[config.mk]
export PLATFORM = sky130hd
export DESIGN_NAME = sdram_port_arbiter_flat
export DESIGN_NICKNAME = d
export VERILOG_FILES = /design/src/rtl/sdram_port_arbiter_if.sv /design/src/rtl/sdram_port_arbiter.sv /design/src/flat_wrapper.sv
export SDC_FILE = /design/constraint.sdc
export NUM_CORES = 1
export LEC_CHECK = 0
export CORE_MARGIN = 5
export CORE_UTILIZATION = 40
export CTS_CLUSTER_SIZE = 14
export DETAILED_ROUTE_END_ITERATION = 6
export PLACE_DENSITY = 0.75
export SLEW_MARGIN = 20
export SYNTH_ARGS = -nofsm -noshare
export SYNTH_HDL_FRONTEND = slang
export SYNTH_SLANG_ARGS = --single-unit
[constraint.sdc]
create_clock -name clk -period 3.1 [get_ports clk]
set_clock_uncertainty 0.05 [all_clocks]
set_input_delay 0.465 -clock clk [delete_from_list [all_inputs] [get_ports clk]]
set_output_delay 0.465 -clock clk [all_outputs]
set_load 0.01 [all_outputs]
[src/rtl/sdram_port_arbiter_if.sv]
// sdram_port_arbiter_if
//   Bundles the client ports (CPU rd/wr, video rd) and the single-op
//   controller command interface used by sdram_port_arbiter.
//   modport master : arbiter view (drives acks/read data to clients and
//                    command pulses/addr/data to the controller)
//   modport slave  : environment view (clients and memory controller)
//   Signals:
//     cpu_req/cpu_we/cpu_addr[21:0]/cpu_din[15:0]/cpu_wdm[1:0] -> arbiter
//     cpu_ack, cpu_dout[15:0]                                  <- arbiter
//     vid_req/vid_addr[21:0]                                   -> arbiter
//     vid_ack, vid_dout[15:0]                                  <- arbiter
//     mc_read/mc_write/mc_refresh, mc_addr/mc_din/mc_wdm       <- arbiter
//     mc_dout[15:0], mc_busy                                   -> arbiter
interface sdram_port_arbiter_if;
  logic        cpu_req;
  logic        cpu_we;
  logic [21:0] cpu_addr;
  logic [15:0] cpu_din;
  logic [1:0]  cpu_wdm;
  logic        cpu_ack;
  logic [15:0] cpu_dout;

  logic        vid_req;
  logic [21:0] vid_addr;
  logic        vid_ack;
  logic [15:0] vid_dout;

  logic        mc_read;
  logic        mc_write;
  logic        mc_refresh;
  logic [21:0] mc_addr;
  logic [15:0] mc_din;
  logic [1:0]  mc_wdm;
  logic [15:0] mc_dout;
  logic        mc_busy;

  modport master (
    input  cpu_req, cpu_we, cpu_addr, cpu_din, cpu_wdm,
    output cpu_ack, cpu_dout,
    input  vid_req, vid_addr,
    output vid_ack, vid_dout,
    output mc_read, mc_write, mc_refresh, mc_addr, mc_din, mc_wdm,
    input  mc_dout, mc_busy
  );

  modport slave (
    output cpu_req, cpu_we, cpu_addr, cpu_din, cpu_wdm,
    input  cpu_ack, cpu_dout,
    output vid_req, vid_addr,
    input  vid_ack, vid_dout,
    input  mc_read, mc_write, mc_refresh, mc_addr, mc_din, mc_wdm,
    output mc_dout, mc_busy
  );
endinterface

[src/rtl/sdram_port_arbiter.sv]
// sdram_port_arbiter
//   Upstream stage of the SDRAM controller. Arbitrates a CPU port (rd/wr),
//   a video-fetch port (rd) and an internal periodic refresh timer onto the
//   controller's single-op read/write/refresh pulse interface, tracks the
//   controller busy flag and returns read data with a one-cycle ack.
// Ports
//   clk     : main clock
//   resetn  : asynchronous, active-low reset
//   bus     : sdram_port_arbiter_if.master (client + controller signals)
//   arb_err : sticky watchdog error (tied 0 without ARB_WDOG_EN)
// Parameters
//   FREQ (Hz), REFRESH_NS (refresh interval), WDOG_CYCLES (WAIT timeout)
// Build option
//   ARB_WDOG_EN : enables the WAIT-state watchdog and arb_err.
module sdram_port_arbiter #(
  parameter int unsigned FREQ        = 54_000_000,
  parameter int unsigned REFRESH_NS  = 7800,
  parameter int unsigned WDOG_CYCLES = 16
) (
  input  logic                        clk,
  input  logic                        resetn,
  sdram_port_arbiter_if.master        bus,
  output logic                        arb_err
);

  localparam int unsigned REFRESH_CYCLES = (FREQ / 1_000_000) * REFRESH_NS / 1000;
  localparam int unsigned RCW            = $clog2(REFRESH_CYCLES);
  localparam logic [RCW-1:0] REF_LAST    = RCW'(REFRESH_CYCLES - 1);

  typedef enum logic [1:0] {S_INIT, S_IDLE, S_ISSUE, S_WAIT} state_e;
  typedef enum logic [1:0] {OWN_CPU, OWN_VID, OWN_REF} owner_e;
  typedef enum logic {CL_CPU, CL_VID} client_e;

  state_e      state_q,    state_d;
  owner_e      owner_q,    owner_d;
  logic        own_we_q,   own_we_d;
  client_e     rr_last_q,  rr_last_d;
  logic [RCW-1:0] ref_cnt_q, ref_cnt_d;
  logic [1:0]  ref_pend_q, ref_pend_d;

  logic        mc_read_q,    mc_read_d;
  logic        mc_write_q,   mc_write_d;
  logic        mc_refresh_q, mc_refresh_d;
  logic [21:0] mc_addr_q,    mc_addr_d;
  logic [15:0] mc_din_q,     mc_din_d;
  logic [1:0]  mc_wdm_q,     mc_wdm_d;

  logic        cpu_ack_q,  cpu_ack_d;
  logic [15:0] cpu_dout_q, cpu_dout_d;
  logic        vid_ack_q,  vid_ack_d;
  logic [15:0] vid_dout_q, vid_dout_d;

  logic        ref_tick;
  logic        grant_ref;
  logic        cpu_pend;
  logic        vid_pend;
  logic        done;
  logic [15:0] done_data;

`ifdef ARB_WDOG_EN
  localparam int unsigned WDW = $clog2(WDOG_CYCLES + 1);
  logic [WDW-1:0] wdog_cnt_q, wdog_cnt_d;
  logic           arb_err_q,  arb_err_d;
`endif

  // Refresh timer only runs once the controller has finished init.
  assign ref_tick = (state_q != S_INIT) && (ref_cnt_q == REF_LAST);

  // A client acked this cycle still shows its stale req; ignore it once.
  assign cpu_pend = bus.cpu_req & ~cpu_ack_q;
  assign vid_pend = bus.vid_req & ~vid_ack_q;

  always_comb begin
    state_d      = state_q;
    owner_d      = owner_q;
    own_we_d     = own_we_q;
    rr_last_d    = rr_last_q;
    ref_cnt_d    = ref_cnt_q;
    ref_pend_d   = ref_pend_q;
    mc_read_d    = 1'b0;
    mc_write_d   = 1'b0;
    mc_refresh_d = 1'b0;
    mc_addr_d    = mc_addr_q;
    mc_din_d     = mc_din_q;
    mc_wdm_d     = mc_wdm_q;
    cpu_ack_d    = 1'b0;
    vid_ack_d    = 1'b0;
    cpu_dout_d   = cpu_dout_q;
    vid_dout_d   = vid_dout_q;
    grant_ref    = 1'b0;
    done         = 1'b0;
    done_data    = bus.mc_dout;
`ifdef ARB_WDOG_EN
    wdog_cnt_d   = wdog_cnt_q;
    arb_err_d    = arb_err_q;
`endif

    if (state_q != S_INIT) begin
      ref_cnt_d = ref_tick ? '0 : ref_cnt_q + 1'b1;
    end

    case (state_q)
      S_INIT: begin
        if (!bus.mc_busy) state_d = S_IDLE;
      end

      S_IDLE: begin
        if (ref_pend_q >= 2'd2) begin
          grant_ref = 1'b1;
        end else if (cpu_pend || vid_pend) begin
          // Tie goes to whichever client did not win last.
          if (vid_pend && (!cpu_pend || rr_last_q == CL_CPU)) begin
            owner_d   = OWN_VID;
            own_we_d  = 1'b0;
            rr_last_d = CL_VID;
            mc_read_d = 1'b1;
            mc_addr_d = bus.vid_addr;
          end else begin
            owner_d   = OWN_CPU;
            own_we_d  = bus.cpu_we;
            rr_last_d = CL_CPU;
            mc_addr_d = bus.cpu_addr;
            if (bus.cpu_we) begin
              mc_write_d = 1'b1;
              mc_din_d   = bus.cpu_din;
              mc_wdm_d   = bus.cpu_wdm;
            end else begin
              mc_read_d  = 1'b1;
            end
          end
          state_d = S_ISSUE;
        end else if (ref_pend_q != 2'd0) begin
          grant_ref = 1'b1;
        end

        if (grant_ref) begin
          owner_d      = OWN_REF;
          own_we_d     = 1'b0;
          mc_refresh_d = 1'b1;
          state_d      = S_ISSUE;
        end
      end

      S_ISSUE: begin
        state_d = S_WAIT;
`ifdef ARB_WDOG_EN
        wdog_cnt_d = '0;
`endif
      end

      S_WAIT: begin
        if (!bus.mc_busy) begin
          done = 1'b1;
        end
`ifdef ARB_WDOG_EN
        else if (wdog_cnt_q == WDW'(WDOG_CYCLES - 1)) begin
          done      = 1'b1;
          done_data = 16'hDEAD;
          arb_err_d = 1'b1;
        end else begin
          wdog_cnt_d = wdog_cnt_q + 1'b1;
        end
`endif
      end

      default: state_d = S_INIT;
    endcase

    if (done) begin
      state_d = S_IDLE;
      case (owner_q)
        OWN_CPU: begin
          cpu_ack_d = 1'b1;
          if (!own_we_q) cpu_dout_d = done_data;
        end
        OWN_VID: begin
          vid_ack_d  = 1'b1;
          vid_dout_d = done_data;
        end
        default: ;
      endcase
    end

    // A tick coinciding with a refresh grant leaves the backlog unchanged.
    case ({ref_tick, grant_ref})
      2'b10:   if (ref_pend_q != 2'd3) ref_pend_d = ref_pend_q + 2'd1;
      2'b01:   ref_pend_d = ref_pend_q - 2'd1;
      default: ;
    endcase
  end

  always_ff @(posedge clk or negedge resetn) begin
    if (!resetn) begin
      state_q      <= S_INIT;
      owner_q      <= OWN_CPU;
      own_we_q     <= 1'b0;
      rr_last_q    <= CL_CPU;
      ref_cnt_q    <= '0;
      ref_pend_q   <= '0;
      mc_read_q    <= 1'b0;
      mc_write_q   <= 1'b0;
      mc_refresh_q <= 1'b0;
      mc_addr_q    <= '0;
      mc_din_q     <= '0;
      mc_wdm_q     <= '0;
      cpu_ack_q    <= 1'b0;
      cpu_dout_q   <= '0;
      vid_ack_q    <= 1'b0;
      vid_dout_q   <= '0;
`ifdef ARB_WDOG_EN
      wdog_cnt_q   <= '0;
      arb_err_q    <= 1'b0;
`endif
    end else begin
      state_q      <= state_d;
      owner_q      <= owner_d;
      own_we_q     <= own_we_d;
      rr_last_q    <= rr_last_d;
      ref_cnt_q    <= ref_cnt_d;
      ref_pend_q   <= ref_pend_d;
      mc_read_q    <= mc_read_d;
      mc_write_q   <= mc_write_d;
      mc_refresh_q <= mc_refresh_d;
      mc_addr_q    <= mc_addr_d;
      mc_din_q     <= mc_din_d;
      mc_wdm_q     <= mc_wdm_d;
      cpu_ack_q    <= cpu_ack_d;
      cpu_dout_q   <= cpu_dout_d;
      vid_ack_q    <= vid_ack_d;
      vid_dout_q   <= vid_dout_d;
`ifdef ARB_WDOG_EN
      wdog_cnt_q   <= wdog_cnt_d;
      arb_err_q    <= arb_err_d;
`endif
    end
  end

  assign bus.mc_read    = mc_read_q;
  assign bus.mc_write   = mc_write_q;
  assign bus.mc_refresh = mc_refresh_q;
  assign bus.mc_addr    = mc_addr_q;
  assign bus.mc_din     = mc_din_q;
  assign bus.mc_wdm     = mc_wdm_q;
  assign bus.cpu_ack    = cpu_ack_q;
  assign bus.cpu_dout   = cpu_dout_q;
  assign bus.vid_ack    = vid_ack_q;
  assign bus.vid_dout   = vid_dout_q;

`ifdef ARB_WDOG_EN
  assign arb_err = arb_err_q;
`else
  assign arb_err = 1'b0;
`endif

endmodule

[src/flat_wrapper.sv]
// flat-port wrapper written by rule: the top's interface ports become plain ports
module sdram_port_arbiter_flat 
#(
  parameter int unsigned FREQ        = 54_000_000,
  parameter int unsigned REFRESH_NS  = 7800,
  parameter int unsigned WDOG_CYCLES = 16
)
  (clk, resetn, arb_err, bus_cpu_req, bus_cpu_we, bus_cpu_addr, bus_cpu_din, bus_cpu_wdm, bus_cpu_ack, bus_cpu_dout, bus_vid_req, bus_vid_addr, bus_vid_ack, bus_vid_dout, bus_mc_read, bus_mc_write, bus_mc_refresh, bus_mc_addr, bus_mc_din, bus_mc_wdm, bus_mc_dout, bus_mc_busy);
  sdram_port_arbiter_if bus_i ();
  input  logic clk;
  input  logic resetn;
  output logic arb_err;
  input wire logic [$bits(bus_i.cpu_req)-1:0] bus_cpu_req;
  input wire logic [$bits(bus_i.cpu_we)-1:0] bus_cpu_we;
  input wire logic [$bits(bus_i.cpu_addr)-1:0] bus_cpu_addr;
  input wire logic [$bits(bus_i.cpu_din)-1:0] bus_cpu_din;
  input wire logic [$bits(bus_i.cpu_wdm)-1:0] bus_cpu_wdm;
  output wire logic [$bits(bus_i.cpu_ack)-1:0] bus_cpu_ack;
  output wire logic [$bits(bus_i.cpu_dout)-1:0] bus_cpu_dout;
  input wire logic [$bits(bus_i.vid_req)-1:0] bus_vid_req;
  input wire logic [$bits(bus_i.vid_addr)-1:0] bus_vid_addr;
  output wire logic [$bits(bus_i.vid_ack)-1:0] bus_vid_ack;
  output wire logic [$bits(bus_i.vid_dout)-1:0] bus_vid_dout;
  output wire logic [$bits(bus_i.mc_read)-1:0] bus_mc_read;
  output wire logic [$bits(bus_i.mc_write)-1:0] bus_mc_write;
  output wire logic [$bits(bus_i.mc_refresh)-1:0] bus_mc_refresh;
  output wire logic [$bits(bus_i.mc_addr)-1:0] bus_mc_addr;
  output wire logic [$bits(bus_i.mc_din)-1:0] bus_mc_din;
  output wire logic [$bits(bus_i.mc_wdm)-1:0] bus_mc_wdm;
  input wire logic [$bits(bus_i.mc_dout)-1:0] bus_mc_dout;
  input wire logic [$bits(bus_i.mc_busy)-1:0] bus_mc_busy;
  assign bus_i.cpu_req = bus_cpu_req;
  assign bus_i.cpu_we = bus_cpu_we;
  assign bus_i.cpu_addr = bus_cpu_addr;
  assign bus_i.cpu_din = bus_cpu_din;
  assign bus_i.cpu_wdm = bus_cpu_wdm;
  assign bus_cpu_ack = bus_i.cpu_ack;
  assign bus_cpu_dout = bus_i.cpu_dout;
  assign bus_i.vid_req = bus_vid_req;
  assign bus_i.vid_addr = bus_vid_addr;
  assign bus_vid_ack = bus_i.vid_ack;
  assign bus_vid_dout = bus_i.vid_dout;
  assign bus_mc_read = bus_i.mc_read;
  assign bus_mc_write = bus_i.mc_write;
  assign bus_mc_refresh = bus_i.mc_refresh;
  assign bus_mc_addr = bus_i.mc_addr;
  assign bus_mc_din = bus_i.mc_din;
  assign bus_mc_wdm = bus_i.mc_wdm;
  assign bus_i.mc_dout = bus_mc_dout;
  assign bus_i.mc_busy = bus_mc_busy;
  sdram_port_arbiter #(.FREQ(FREQ), .REFRESH_NS(REFRESH_NS), .WDOG_CYCLES(WDOG_CYCLES)) u_core (.clk(clk), .resetn(resetn), .bus(bus_i), .arb_err(arb_err));
endmodule
==> results.md, run 1 <==
- Layout cells sized above 1: between 10% and 20%
- FF-to-FF path depth: 6
- Postcts setup bufs: 0
- Combinational power share: 46.5%
- Nets: between 500 and 600
- Final core utilization: roughly three fifths
- Fin. max-slew vios: 0
- Latest clock arrival within the worst-skew pair: 360 ps
- Clock power share: 14.4%
- ANT nets after route: 0
- Synth warn: 0
- Worst Max-Slew Pin Slew: 762.6 ps
- Largest net degree at the start of global routing: between 50 and 60
- Final setup viols: 0
- TritonRoute pass-1 iters: 4
- Seq pwr share: approximately 39%
- Die height: about 110 µm
- Final hold vios: 0
- Vias in the first global route: about 3200
- Crit path kind: input port to flop
- Drt wl/cell: 16.42 µm
- Initial Util: 41.18%
- End of the worst register-to-register path: u_core.ref_pend_q[0]$_DFFE_PN0P_
- CTS Buffer Depth: 2
- CP Capture Type: flop
- Commonest non-fill, non-tap cell in the layout: clkdlybuf4s50_1
- Switching Share: around a third
- Max frequency: 0.4303 GHz
- WL final: 10070 µm
- Global route overflow: 0
- FP Rows: 36
- Crit path launch type: input port
- Avg Vias per Cell: a little under 5
- Core area: about 9800 µm²
- Sw power: around 1.9 mW
- # H-tree levels: 3
- Crit path DAT: approximately 2500 ps
- Largest family of logic cells by synthesized area: multiplexers
- Reg2reg start: u_core.state_q[0]$_DFFE_PN0P_
- Status: finished clean
- Area fraction in compound gates after synthesis: approximately 6.7%
- Seq/Total Area, Yosys: 58.44%
- Syn_area_per_cell: 12.86 µm²
- Worst-path clk slew: approximately 110 ps
- Mux cell area share after synthesis: slightly above 20%
- Initial antenna violation count: 0
- FFs w/ async S/R, synth: 100.0%
- Post-Syn Instances: 313
- Drt drc: 0
- RSZ-0062 raised after global routing: false
- Hold slack: 109.5 ps
- Gr usage total: between 10% and 20%
- Initial DRC count: between 90 and 100
- Post-Syn Nets: 404
- Maxcap violations: 0
- Synth unique cells: 40
- Cts repair resizes: 0
- Die area: 12170 µm²
- CTS sink cnt: 94
- Cells after DPL: between 500 and 600
- Period utilization: 74.96%
- Ys flop type: dfrtp_1
- Gpl congestion: a little under 0.8
- Int Pwr: ~3.6 mW
- Top-Level Pins: between 150 and 200
- Worst EP required: between 3000 and 4000 ps
- Clock Root Buffer: clkbuf_8
- Number of synthesized flops with an enable pin: 0
- Num CTS Buffers: 9
- Post-synthesis register bit count: 94
- Synth Area in Simple Gates: roughly 8.4%
- Total number of vias: roughly 3000
- Cts hold-fix bufs: 0
- Ant. Diodes: 0
- Relative slew slack: between 40% and 50%
- Non-filler cells, final: between 600 and 700
- CTS tree: done
- Crit-path max FO: 20
- Fin crit period: about 2300 ps
- Setup TNS: 0 ps
- Tightest Hold Check Type: input port to async pin
- Most frequent cells in the layout: clkdlybuf4s50_1 (159), dfrtp_1 (94), mux2_2 (51), nand2_1 (30), o21ai_0 (27)
- Maximum vdd drop: roughly 520 µV
- Global-route wire length before repair: between 15000 and 20000 µm
- Power per cell area: between 900 and 1000 nW/µm²
- Area grow syn2layout: 48.68%
- Post-Synth XOR/XNOR Area: roughly 1.3%
- Buffers on Ports: between 150 and 200
- Post-DP HPWL: between 7000 and 8000 µm
- Reg2Reg Setup Slack: 800 ps
- Pleak: roughly 2.6 nW
- Synth Area in Adders: ~2.2%
- Post-Syn Area: 4025 µm²
- Horiz. Die Dim: about 110 µm
==> per-layer routing <==
metal,GRT usage (%),wire length (µm),vias up
met5,0,0,-
li1,-,-,1412
met1,19.98,3791,1444
met3,9.435,1398,10
met2,26.91,4753,117
met4,5.541,124,0
==> synth_stat cells (2+ instances only) <==
cell type	number	area (µm²)
mux2_2	51	574.3
mux2i_1	24	240.2
o21ai_0	27	135.1
nor3b_1	2	15.01
nor2b_1	2	12.51
ha_1	7	87.58
a21o_1	4	30.03
xor2_1	2	17.52
nor3_1	4	20.02
clkbuf_1	7	26.28
a21oi_1	6	30.03
nand2_1	30	112.6
inv_1	8	30.03
dfrtp_1	94	2352
nor2_1	5	18.77
nand4b_1	2	17.52
buf_2	6	30.03
nand2b_1	4	25.02
nand3_1	3	15.01
nand4_1	2	12.51
xnor2_1	4	35.03
==> worst max-delay path, stage by stage <==
cell and delay [ps]:
clkdlybuf4s50_1 470, nor2b_1 450, a21oi_4 250, nor3b_2 220, buf_4 290, mux2_2 370
==> area by class of cell <==
type                            instances  area, µm²
Multi-Input combinational cell        196       1593
Clock buffer                            9      123.9
Inverter                                8      30.03
Timing Repair Buffer                  166       1657
Fill cell                             828       3790
Sequential cell                        94       2352
Tap cell                              133      166.4
Clock inverter                          7      62.56
==> kinds of logic (layout without fill, tap and decap cells) <==
group / count (synthesis) / count (layout)
DFF: 94 / 94
buffers and inverters: 23 / 190
and+or+nand+nor: 63 / 63
adders and majority gates: 7 / 7
muxes: 75 / 75
AOI/OAI and AO/OA: 44 / 44
other: 1 / 1
xor gates and xnor gates: 6 / 6
==> metrics by stage <==
step	total power, mW	worst slack, ps	instance area [µm²]
floorplan	3.329	958.0	4025
global placement	4.650	459.9	5798
detailed placement	4.738	373.5	5798
CTS	5.553	767.1	5984
global route	5.875	622.8	5984
finish	5.462	776.3	5984
==> sequential cells by signal, indices dropped and copies added (netlist names), 2 cells and up <==
| signal | cells |
|---|---|
| u_core.bus.mc_addr | 22 |
| u_core.bus.cpu_dout | 16 |
| u_core.bus.mc_din | 16 |
| u_core.bus.vid_dout | 16 |
| u_core.ref_cnt_q | 9 |
| u_core.bus.mc_wdm | 2 |
| u_core.owner_q | 2 |
| u_core.ref_pend_q | 2 |
| u_core.state_q | 2 |
==> worst max-delay path by stage <==
stage / start / endpoint / slack (ps) / depth (start not counted)
finish: bus_cpu_req / u_core.bus.mc_din[15]$_DFFE_PN0P_ / 780 / 6
global placement: bus_cpu_req / u_core.bus.mc_din[12]$_DFFE_PN0P_ / 460 / 6
floorplan: u_core.state_q[1]$_DFFE_PN0P_ / u_core.bus.mc_din[10]$_DFFE_PN0P_ / 960 / 8
CTS: u_core.state_q[0]$_DFFE_PN0P_ / u_core.ref_pend_q[0]$_DFFE_PN0P_ / 770 / 6
global route: u_core.state_q[0]$_DFFE_PN0P_ / u_core.ref_pend_q[0]$_DFFE_PN0P_ / 620 / 6
detailed placement: bus_cpu_req / u_core.bus.mc_din[15]$_DFFE_PN0P_ / 370 / 6
==> power groups by stage <==
stage,combinational [mW],sequential [mW],clock (mW)
finish,2.54,2.13,0.789
global route,2.79,2.22,0.870
CTS,2.59,2.14,0.823
detailed placement,2.58,2.16,0
global placement,2.52,2.13,0
floorplan,0.983,2.35,0
No activity file was read; power rests on OpenSTA's default activity.
==> run 2: changes to the inputs <==
CORE_UTILIZATION = 39   (was 40)
PLACE_DENSITY = 0.76   (was 0.75)
clock period = 2.1 ns   (was 3.1 ns; I/O delays follow)
==> run 2 against run 1 <==
  * Combinational power is 52% higher
  * Via count grew 1.0%
  * Setup slack got worse by 660 ps
  * Global-route usage down 0.69 points
  * Final area is 2.8% higher
  * Critical endpoint is now u_core.ref_pend_q[0]$_DFFE_PN0P_
==> results.md, run 2 (same netlist as run 1, synthesis figures left out) <==
- Status: finished clean
- CTS Buffer Depth: 2
- Vias in the first global route: ~3200
- Buffers on Ports: 160
- Non-filler cells, final: between 600 and 700
- Most frequent cells in the layout: clkdlybuf4s50_1 (159), dfrtp_1 (94), mux2_2 (51), nand2_1 (30), o21ai_0 (27)
- Max stage delay on crit path: around 500 ps
- Die area: about 12000 µm²
- Nets: 578
- Crit path DAT: roughly 2200 ps
- Commonest non-fill, non-tap cell in the layout: clkdlybuf4s50_1
- Fin crit period: just under 2000 ps
- Clock Root Buffer: clkbuf_8
- Ant. Diodes: 0
- CP Capture Type: flop
- Global route overflow: 0
- Layout cells sized above 1: 19.51%
- ANT nets after route: 0
- Gpl congestion: approximately 0.84
- CTS sink cnt: 94
- Crit-path max FO: 5
- Max frequency: between 0.5 and 0.6 GHz
- Tot Pwr: ~8.3 mW
- FP Rows: 37
- Area grow syn2layout: 52.91%
- Tightest Hold Check Type: input port to async pin
- RSZ-0062 raised after global routing: false
- Latest clock arrival within the worst-skew pair: 360 ps
- Avg Vias per Cell: 4.798
- Worst-path clk slew: roughly 90 ps
- Drt wl/cell: approximately 16 µm
- Fin. max-slew vios: 0
- Post-DP HPWL: 7604 µm
- Top-Level Pins: roughly 160
- Fillcell total: 841
- FF-to-FF path depth: 6
- Gr usage total: around 16%
- CP Buf/Inv Count: 1
- Largest net degree at the start of global routing: 48
- Drt drc: 0
- Core area: between 10000 and 15000 µm²
- Worst EP required: 2300 ps
- Crit path kind: flop to flop
- Final hold vios: 0
- Top delay family on crit path: simple AND/OR/NAND/NOR gates
- Initial antenna violation count: 0
- Power per cell area: between 1000 and 1500 nW/µm²
- Initial DRC count: approximately 110
- WL final: 9963 µm
- Crit-path cells: inv_2 > ha_1 > or4b_4 > nor3_4 > nor4b_2 > a211oi_1
- Final setup viols: 0
- Horiz. Die Dim: around 110 µm
- Period utilization: a little over nine tenths
- Total number of vias: roughly 3000
- Num CTS Buffers: 9
- Initial Util: 39.52%
- Largest register FFs: 22
- Maximum vdd drop: 732.1 µV
- CTS tree: done
- Levels on crit path: 6
- # H-tree levels: 3
- Pleak: 2.661 nW
- Die height: ~110 µm
- Crit-path slowest cell: or4b_4
- Global-route wire length before repair: between 15000 and 20000 µm
- Maxcap violations: 0
- Crit path launch type: flop
- TritonRoute pass-1 iters: 4
- Cells after DPL: between 600 and 700
## run 2: changes by cell type in the layout (fill, tap and decap cells not counted), sizes merged
cell	change
buf	+11
inv	-3
bufinv	+2
clkbuf	+2
clkinv	-2
clkinvlp	+1
dlygate4sd3	+1
## run 2: final timing paths
path	from	endpoint	slack (ps)
max	u_core.state_q[0]$_DFFE_PN0P_	u_core.ref_pend_q[0]$_DFFE_PN0P_	110
min	resetn	u_core.bus.mc_addr[16]$_DFFE_PN0P_	390
max reg2reg	u_core.state_q[0]$_DFFE_PN0P_	u_core.ref_pend_q[0]$_DFFE_PN0P_	110
min reg2reg	u_core.bus.mc_addr[20]$_DFFE_PN0P_	u_core.bus.mc_addr[20]$_DFFE_PN0P_	440
max in group asynchronous	resetn	u_core.bus.mc_din[5]$_DFFE_PN0P_	950
min in group clk	u_core.bus.mc_addr[20]$_DFFE_PN0P_	u_core.bus.mc_addr[20]$_DFFE_PN0P_	440
## run 2: where the power goes
part,switching (mW),internal (mW)
clock network,0.625,0.706
registers,0.502,2.65
logic,1.57,2.28
## run 2: worst register-to-register path, cell delays in order, from the launching register on
cell and delay [ps]:
dfrtp_1 420, inv_2 70, ha_1 210, or4b_4 500, nor3_4 300, nor4b_2 260
a211oi_1 70
## run 2: timing repair
| action | in CTS | in global routing |
|---|---|---|
| hold buffers | 1 | 0 |
| setup buffers | 1 | 1 |
| pin swaps | 1 | 2 |
| endpoints found under the hold margin | 33 | 0 |
| endpoints found under the setup margin | 1 | 25 |
| resized for setup | 0 | 6 |
## run 2: layer usage
layer / track usage, % / wire length, µm / share of wire (%) / up-vias
li1: - / - / - / 1439
met1: 18.36 / 3950 / 40 / 1466
met2: 27.95 / 4942 / 50 / 96
met3: 6.902 / 866 / 8.7 / 12
met4: 6.326 / 204 / 2.0 / 0
met5: 0 / 0 / 0 / -
## run 2: cell type report
class                           instances  area, µm²  area share (%)
Sequential cell                        94       2352           38.22
Timing Repair Buffer                  178       1778           28.89
Multi-Input combinational cell        196       1602           26.02
Tap cell                              136      170.2           2.765
Clock buffer                           11      141.4           2.297
Clock inverter                          5      81.33           1.321
Inverter                                8      30.03          0.4879
## run 2: stage by stage
step	hold WS (ps)	setup TNS [ps]	worst slack, ps	util, %	instance area, µm²
finish	393.1	0	112.9	60.43	6155
global placement	250.2	-773.9	-44.20	57.87	5894
detailed placement	252.9	-1536	-88.73	57.87	5894
global route	434.1	0	0.9015	60.43	6155
floorplan	-30.59	0	30.94	-	4031
CTS	406.4	0	45.14	60.23	6135
